`config.mk`:
```
export PLATFORM = sky130hd
export DESIGN_NAME = dpsf_arb_ctrl_flat
export DESIGN_NICKNAME = d
export VERILOG_FILES = /design/src/rtl/dpsf_arb_ctrl_if.sv /design/src/rtl/dpsf_arb_ctrl.sv /design/src/flat_wrapper.sv
export SDC_FILE = /design/constraint.sdc
export NUM_CORES = 1
export LEC_CHECK = 0
export CAP_MARGIN = 30
export CORE_ASPECT_RATIO = 0.7
export CORE_MARGIN = 2
export CORE_UTILIZATION = 42
export DETAILED_ROUTE_END_ITERATION = 16
export PLACE_DENSITY = 0.86
export SLEW_MARGIN = 20
export SYNTH_ARGS = -nofsm -noshare
export SYNTH_HDL_FRONTEND = slang
export SYNTH_SLANG_ARGS = --single-unit
```
`constraint.sdc`:
```
create_clock -name Clk -period 3.2 [get_ports Clk]
set_clock_uncertainty 0.15 [all_clocks]
set_input_delay 0.64 -clock Clk [delete_from_list [all_inputs] [get_ports Clk]]
set_output_delay 0.64 -clock Clk [all_outputs]
set_load 0.03 [all_outputs]
```
`src/rtl/dpsf_arb_ctrl_if.sv`:
```
// rtl/dpsf_arb_ctrl_if.sv - producer, FIFO and consumer signal bundle for dpsf_arb_ctrl
interface dpsf_arb_ctrl_if #(
    parameter int pWidth = 16,
    parameter int pAddr  = 4
);
    logic              ReqA;
    logic [pWidth-1:0] DIA;
    logic              AckA;
    logic              ReqB;
    logic [pWidth-1:0] DIB;
    logic              AckB;
    logic              WE;
    logic [pWidth-1:0] DI;
    logic              RE;
    logic [pWidth-1:0] DO;
    logic              EF;
    logic              FF;
    logic [pAddr:0]    Cnt;
    logic              OVld;
    logic [pWidth-1:0] OD;
    logic              ORdy;
    logic              Err;

    modport master (
        input  ReqA, DIA, ReqB, DIB, DO, EF, FF, Cnt, ORdy,
        output AckA, AckB, WE, DI, RE, OVld, OD, Err
    );

    modport slave (
        output ReqA, DIA, ReqB, DIB, DO, EF, FF, Cnt, ORdy,
        input  AckA, AckB, WE, DI, RE, OVld, OD, Err
    );
endinterface

```
`src/rtl/dpsf_arb_ctrl.sv`:
```
// rtl/dpsf_arb_ctrl.sv - round-robin two-producer FIFO writer and single-entry output drain
module dpsf_arb_ctrl #(
    parameter int pWidth = 16,
    parameter int pAddr  = 4
) (
    input  logic            Clk,
    input  logic            Rst,
    dpsf_arb_ctrl_if.master bus
);
    typedef enum logic {
        LAST_A = 1'b0,
        LAST_B = 1'b1
    } last_t;

    localparam logic [pAddr:0] DEPTH = {1'b1, {pAddr{1'b0}}};

    last_t             last_q, last_d;
    logic              we_q, ack_a_q, ack_b_q, ovld_q, err_q;
    logic [pWidth-1:0] di_q, od_q;
    logic              space_ok, elig_a, elig_b, grant_a, grant_b, re;

    // The in-flight registered write is not yet in Cnt, so count it here.
    assign space_ok = (bus.Cnt + {{pAddr{1'b0}}, we_q}) < DEPTH;
    assign elig_a   = bus.ReqA & ~ack_a_q;
    assign elig_b   = bus.ReqB & ~ack_b_q;
    assign re       = ~Rst & ~bus.EF & (~ovld_q | bus.ORdy);

    always_ff @(posedge Clk or posedge Rst) begin
        if (Rst) begin
            last_q <= LAST_B;
        end else begin
            last_q <= last_d;
        end
    end

    always_comb begin
        grant_a = 1'b0;
        grant_b = 1'b0;
        last_d  = last_q;
        if (space_ok) begin
            if (elig_a && (!elig_b || last_q == LAST_B)) begin
                grant_a = 1'b1;
            end else if (elig_b) begin
                grant_b = 1'b1;
            end
        end
        if (grant_a) begin
            last_d = LAST_A;
        end else if (grant_b) begin
            last_d = LAST_B;
        end
    end

    always_ff @(posedge Clk or posedge Rst) begin
        if (Rst) begin
            we_q    <= 1'b0;
            di_q    <= '0;
            ack_a_q <= 1'b0;
            ack_b_q <= 1'b0;
        end else begin
            we_q    <= grant_a | grant_b;
            ack_a_q <= grant_a;
            ack_b_q <= grant_b;
            if (grant_a) begin
                di_q <= bus.DIA;
            end else if (grant_b) begin
                di_q <= bus.DIB;
            end
        end
    end

    // A refill on the consume edge keeps OVld high for one word per clock.
    always_ff @(posedge Clk or posedge Rst) begin
        if (Rst) begin
            ovld_q <= 1'b0;
            od_q   <= '0;
            err_q  <= 1'b0;
        end else begin
            if (re) begin
                od_q   <= bus.DO;
                ovld_q <= 1'b1;
            end else if (ovld_q && bus.ORdy) begin
                ovld_q <= 1'b0;
            end
            if ((we_q && bus.FF) || (re && bus.EF)) begin
                err_q <= 1'b1;
            end
        end
    end

    assign bus.WE   = we_q;
    assign bus.DI   = di_q;
    assign bus.AckA = ack_a_q;
    assign bus.AckB = ack_b_q;
    assign bus.RE   = re;
    assign bus.OVld = ovld_q;
    assign bus.OD   = od_q;
    assign bus.Err  = err_q;
endmodule
```
`src/flat_wrapper.sv`:
```
// flat-port wrapper written by rule: the top's interface ports become plain ports
module dpsf_arb_ctrl_flat 
#(
    parameter int pWidth = 16,
    parameter int pAddr  = 4
)
  (Clk, Rst, bus_ReqA, bus_DIA, bus_ReqB, bus_DIB, bus_DO, bus_EF, bus_FF, bus_Cnt, bus_ORdy, bus_AckA, bus_AckB, bus_WE, bus_DI, bus_RE, bus_OVld, bus_OD, bus_Err);
  dpsf_arb_ctrl_if #(.pWidth(pWidth), .pAddr(pAddr)) bus_i ();
  input  logic Clk;
  input  logic Rst;
  input wire logic [$bits(bus_i.ReqA)-1:0] bus_ReqA;
  input wire logic [$bits(bus_i.DIA)-1:0] bus_DIA;
  input wire logic [$bits(bus_i.ReqB)-1:0] bus_ReqB;
  input wire logic [$bits(bus_i.DIB)-1:0] bus_DIB;
  input wire logic [$bits(bus_i.DO)-1:0] bus_DO;
  input wire logic [$bits(bus_i.EF)-1:0] bus_EF;
  input wire logic [$bits(bus_i.FF)-1:0] bus_FF;
  input wire logic [$bits(bus_i.Cnt)-1:0] bus_Cnt;
  input wire logic [$bits(bus_i.ORdy)-1:0] bus_ORdy;
  output wire logic [$bits(bus_i.AckA)-1:0] bus_AckA;
  output wire logic [$bits(bus_i.AckB)-1:0] bus_AckB;
  output wire logic [$bits(bus_i.WE)-1:0] bus_WE;
  output wire logic [$bits(bus_i.DI)-1:0] bus_DI;
  output wire logic [$bits(bus_i.RE)-1:0] bus_RE;
  output wire logic [$bits(bus_i.OVld)-1:0] bus_OVld;
  output wire logic [$bits(bus_i.OD)-1:0] bus_OD;
  output wire logic [$bits(bus_i.Err)-1:0] bus_Err;
  assign bus_i.ReqA = bus_ReqA;
  assign bus_i.DIA = bus_DIA;
  assign bus_i.ReqB = bus_ReqB;
  assign bus_i.DIB = bus_DIB;
  assign bus_i.DO = bus_DO;
  assign bus_i.EF = bus_EF;
  assign bus_i.FF = bus_FF;
  assign bus_i.Cnt = bus_Cnt;
  assign bus_i.ORdy = bus_ORdy;
  assign bus_AckA = bus_i.AckA;
  assign bus_AckB = bus_i.AckB;
  assign bus_WE = bus_i.WE;
  assign bus_DI = bus_i.DI;
  assign bus_RE = bus_i.RE;
  assign bus_OVld = bus_i.OVld;
  assign bus_OD = bus_i.OD;
  assign bus_Err = bus_i.Err;
  dpsf_arb_ctrl #(.pWidth(pWidth), .pAddr(pAddr)) u_core (.Clk(Clk), .Rst(Rst), .bus(bus_i));
endmodule
```
Word-level counts from Yosys, hierarchy flattened
Cells that the tools add are included.
Storage, ports and cells
  register bits after elaboration: 38
  input port bits: 60
Operators by class
  add/subtract/negate cells: 1
  order comparisons: 1
  muxes and demuxes: 11
  bitwise gates (word level): 11
  reductions and logical operators: 9
Operator list (number)
  2-to-1 mux 16 bit: 2
  2-to-1 mux 1 bit: 9
  adder 5 x 1 -> 5 bit: 1
  < comparator 5 bit, second input constant: 1
  NOT 1 bit: 5
  AND 1 bit: 4
  logical AND 1 bit: 4
  nonzero test 2 bit: 2
  logical OR 1 bit: 2
  bitwise OR 1 bit: 2
  zero test 1 bit: 1

Depth between registers and ports, before layout
  depth in word-level cells: 9
  gate-level depth with buffers: 6
  mapped depth without buffers: 4

Worst setup path before layout
No wires, ideal clock.
  path kind: input to output
  start point: in bus_ORdy
  end point: out bus_RE
  arrival time: 1.396 ns
  setup slack: 1.014 ns
  stages: 4
  path buffers: 1
  path through: nand2b_1 nand2_1 buf_2 inv_1
Between the ends
  word-level cells in the longest chain between the ends: 2
Ends and longest elaborated chain
  from (decl): line flat_wrapper.sv:19  | input wire logic [$bits(bus_i.ORdy)-1:0] bus_ORdy;
  bitwise OR 1 bit: line dpsf_arb_ctrl.sv:26  | assign re = ~Rst & ~bus.EF & (~ovld_q | bus.ORdy);
  AND 1 bit: line dpsf_arb_ctrl.sv:26
  to (decl): line flat_wrapper.sv:24  | output wire logic [$bits(bus_i.RE)-1:0] bus_RE;
Every way passes these cells.

Final worst setup path
  start point: in Rst
  end point: out bus_RE
Between the ends
  word-level cells in the longest chain between the ends: 3
Ends and longest elaborated chain
  from (decl): line flat_wrapper.sv:10  | input logic Rst;
  NOT 1 bit: line dpsf_arb_ctrl.sv:26
  AND 1 bit (2 in series): line dpsf_arb_ctrl.sv:26
Every way passes these cells.

==> metrics.cfg <==
[logic_synthesis]
postSynthAreaPerCell_sq_um=13.3
yosysTopAreaCell=dfrtp_1
synth_nets=196
ys_top_cells_by_area=dfrtp_1 51%, mux2_2 9.9%, a2bb2oi_2 8.3%, a211o_1 7.7%, o21ai_0 4.7%
yosys.area.top_type_share=0.510
ys_seq_elements=38
synth.yosys.seq_area_share=0.524
yosys_warnings=0
syn-cell-area_sq_um=1820
syn_inst=136
synth_cell_types=29

[grt]
antenna_found_initial=0
grt_pass1_vias=1638
grt_max_degree=38
globalRouteOverflowTotal=0
track_usage=0.211
grt_pass1_wl_um=7470

[setup_path]
cpPeakStageDelay_ns=0.68
path_class=input port to output port
r2r_slack_ns=1.35
reg2reg_to=u_core.bus.DI[14]
startpoint_type=input port
cp_data_arrival_time_ns=2.06
slowest_stage=clkdlybuf4s50_1
timing.rr.start=u_core.bus.AckA
path_max_fanout=3
worstPathCellList=clkdlybuf4s50_1 -> nor2_1 -> nand2_1 -> inv_1 -> clkdlybuf4s50_1
required_ns=2.41
endpoint_kind=output port
reg2reg_depth=4
crit_path_frequent_cell=clkdlybuf4s50_1

[timing]
fin_crit_ns=2.85
finalCritPeriodShare=0.890
finalHoldViolCount=0
holdWs_ns=0.334
slew_viol_final=0
tightest_slew_ns=0.693
setup-violations-final=0
fmax_mhz=351
layout_setup_ws_ns=0.351
setup_tns_ns=0
slew_headroom=0.528
grt_setup_unrepaired=false

[floorplanning]
row_count=19
dieWidth_um=82.6
num_io_pins=98
core_sq_um=4040
die-area_sq_um=4870
start_util=0.449
die_y_um=59.0

[clock_network]
ctsHoldBuffers=0
ctsHtreeMaxLevel=2
clkSinkCount=38
cts_tree=yes
clock_latency_ns=0.29
post_cts_buffers=0
cts_resized=0
max-clock-path-buffers=2
cts_buffers=5
path_clk_slew_ns=0.07
clockRootBuffer=clkbuf_8

[finish]
fillers=314
final_nets=295
multiInputGateArea_sq_um=792
final_util=0.719
instances_no_fill=287
seqCellArea_sq_um=952
postLayoutCellArea_sq_um=2910
layout-area-overhead-vs-synth_pct=60.0
drive_gt1_frac=0.187
diodes=0

[placement]
place_ws_ns=0.333
place.gp.congestion=0.728
postPlaceCellArea_sq_um=2830
portBuffers=97
dp.cells=280
dp_hpwl_um=3530

[pwr]
p_int_mw=1.03
power.leakage_nw=1.16
ir_worst_vdd_mv=0.405
power.switching_uw=527
sw_frac_of_total=0.338
p_clk_frac=0.198
finalPower_mw=1.56
seqPwrFrac=0.405
combPwrFrac=0.397
p_per_area_nw_per_um2=536

[routing]
dr.pass1.iters=4
ant_nets=0
via_count=1519
wl_per_cell_um=16.6
routed_wl_um=4770
drtIter0Drc=33
via_per_inst=5.29
drc=0

[min_path]
hp-start=u_core.bus.Err
min_to=u_core.bus.Err
whs_path_depth=1
holdCritPathClass=flop to flop

[job]
drv_cap=0

[status]
status=complete, no violations

[synthesized netlist by cell type]
master      n
o21ai_2     1
mux2_2     16
dfrtp_1    37
xnor2_1     1
a211o_1    16
buf_6       2
nand3_1     1
nand2b_1    2
buf_2       6
a2bb2oi_1   6
inv_1       2
mux2i_4     1
o21ai_0    17
and3_1      2
clkbuf_1    1
nor3_1      1
nor2_1      2
o21ai_4     1
and2b_1     1
a21o_1      1
o32a_1      1
dfstp_2     1
buf_8       1
nor2_4      1
nor2b_4     1
nand2_1     2
o21bai_2    1
a2bb2oi_2  10
xor2_1      1
[cell type report]
class                      count  area share
timing repair buffer         102       0.348
tap                           52      0.0224
clock buffer                   7      0.0263
multi-input combinational     86       0.273
inverter                       2     0.00258
sequential                    38       0.328
[critical path, delay by kind of cell]
| kind | cells | cell delay (ns) |
|---|---|---|
| buffers and inverters | 3 | 1.18 |
| AND/OR/NAND/NOR | 2 | 0.23 |
[routing by layer]
metal  up-vias  share of wire  GRT usage
met5         -              0          0
met4         0          0.014     0.0703
met3         6           0.12      0.108
met2        68           0.44      0.338
met1       737           0.42      0.246
li1        708              -          -
[power groups by stage]
stage / Combinational, mW / Clock, mW / Sequential, mW
4_1_cts: 0.625 / 0.322 / 0.630
3_3_place_gp: 0.613 / 0 / 0.634
6_report: 0.618 / 0.308 / 0.631
3_5_place_dp: 0.622 / 0 / 0.639
5_1_grt: 0.654 / 0.347 / 0.640
2_1_floorplan: 0.198 / 0 / 0.784
[worst max path at each step]
stage | start | end | slack (ns) | depth (start not counted)
2_1_floorplan | bus_ORdy | bus_RE | 1.01 | 4
5_1_grt | Rst | bus_RE | 0.32 | 5
3_5_place_dp | Rst | bus_RE | 0.33 | 5
4_1_cts | Rst | bus_RE | 0.33 | 5
6_report | Rst | bus_RE | 0.35 | 5
3_3_place_gp | Rst | bus_RE | 0.40 | 5
[sequential cells by signal, summed over array words and instances, names as in the netlist]
name / flops
u_core.bus.AckA: 1
u_core.bus.DI: 16
u_core.bus.WE: 1
u_core.bus.AckB: 1
u_core.bus.OD: 16
u_core.last_q: 1
u_core.bus.OVld: 1
u_core.bus.Err: 1
[kinds of logic after synthesis]
kind of cell	synth area share
AOI/OAI and AO/OA	0.265
DFF	0.524
muxes	0.112
and+or+nand+nor	0.0455
buffers and inverters	0.0434
xor gates and xnor gates	0.00965
[placed cells by master (no fill, tap or decap), types with 2 or more instances in the layout]
cell             synthesis  routed
nand2b_1                 2       2
dfrtp_1                 37      37
buf_4                    0       4
inv_1                    2       2
and3_1                   2       2
clkbuf_8                 0       5
mux2_2                  16      16
nand2_1                  2       2
o21ai_0                 17      17
a2bb2oi_1                6       6
clkdlybuf4s50_1          0      97
a2bb2oi_2               10      10
clkbuf_1                 1       2
nor2_1                   2       2
a211o_1                 16      16
Note: power is estimated with default switching activity, not from simulation.
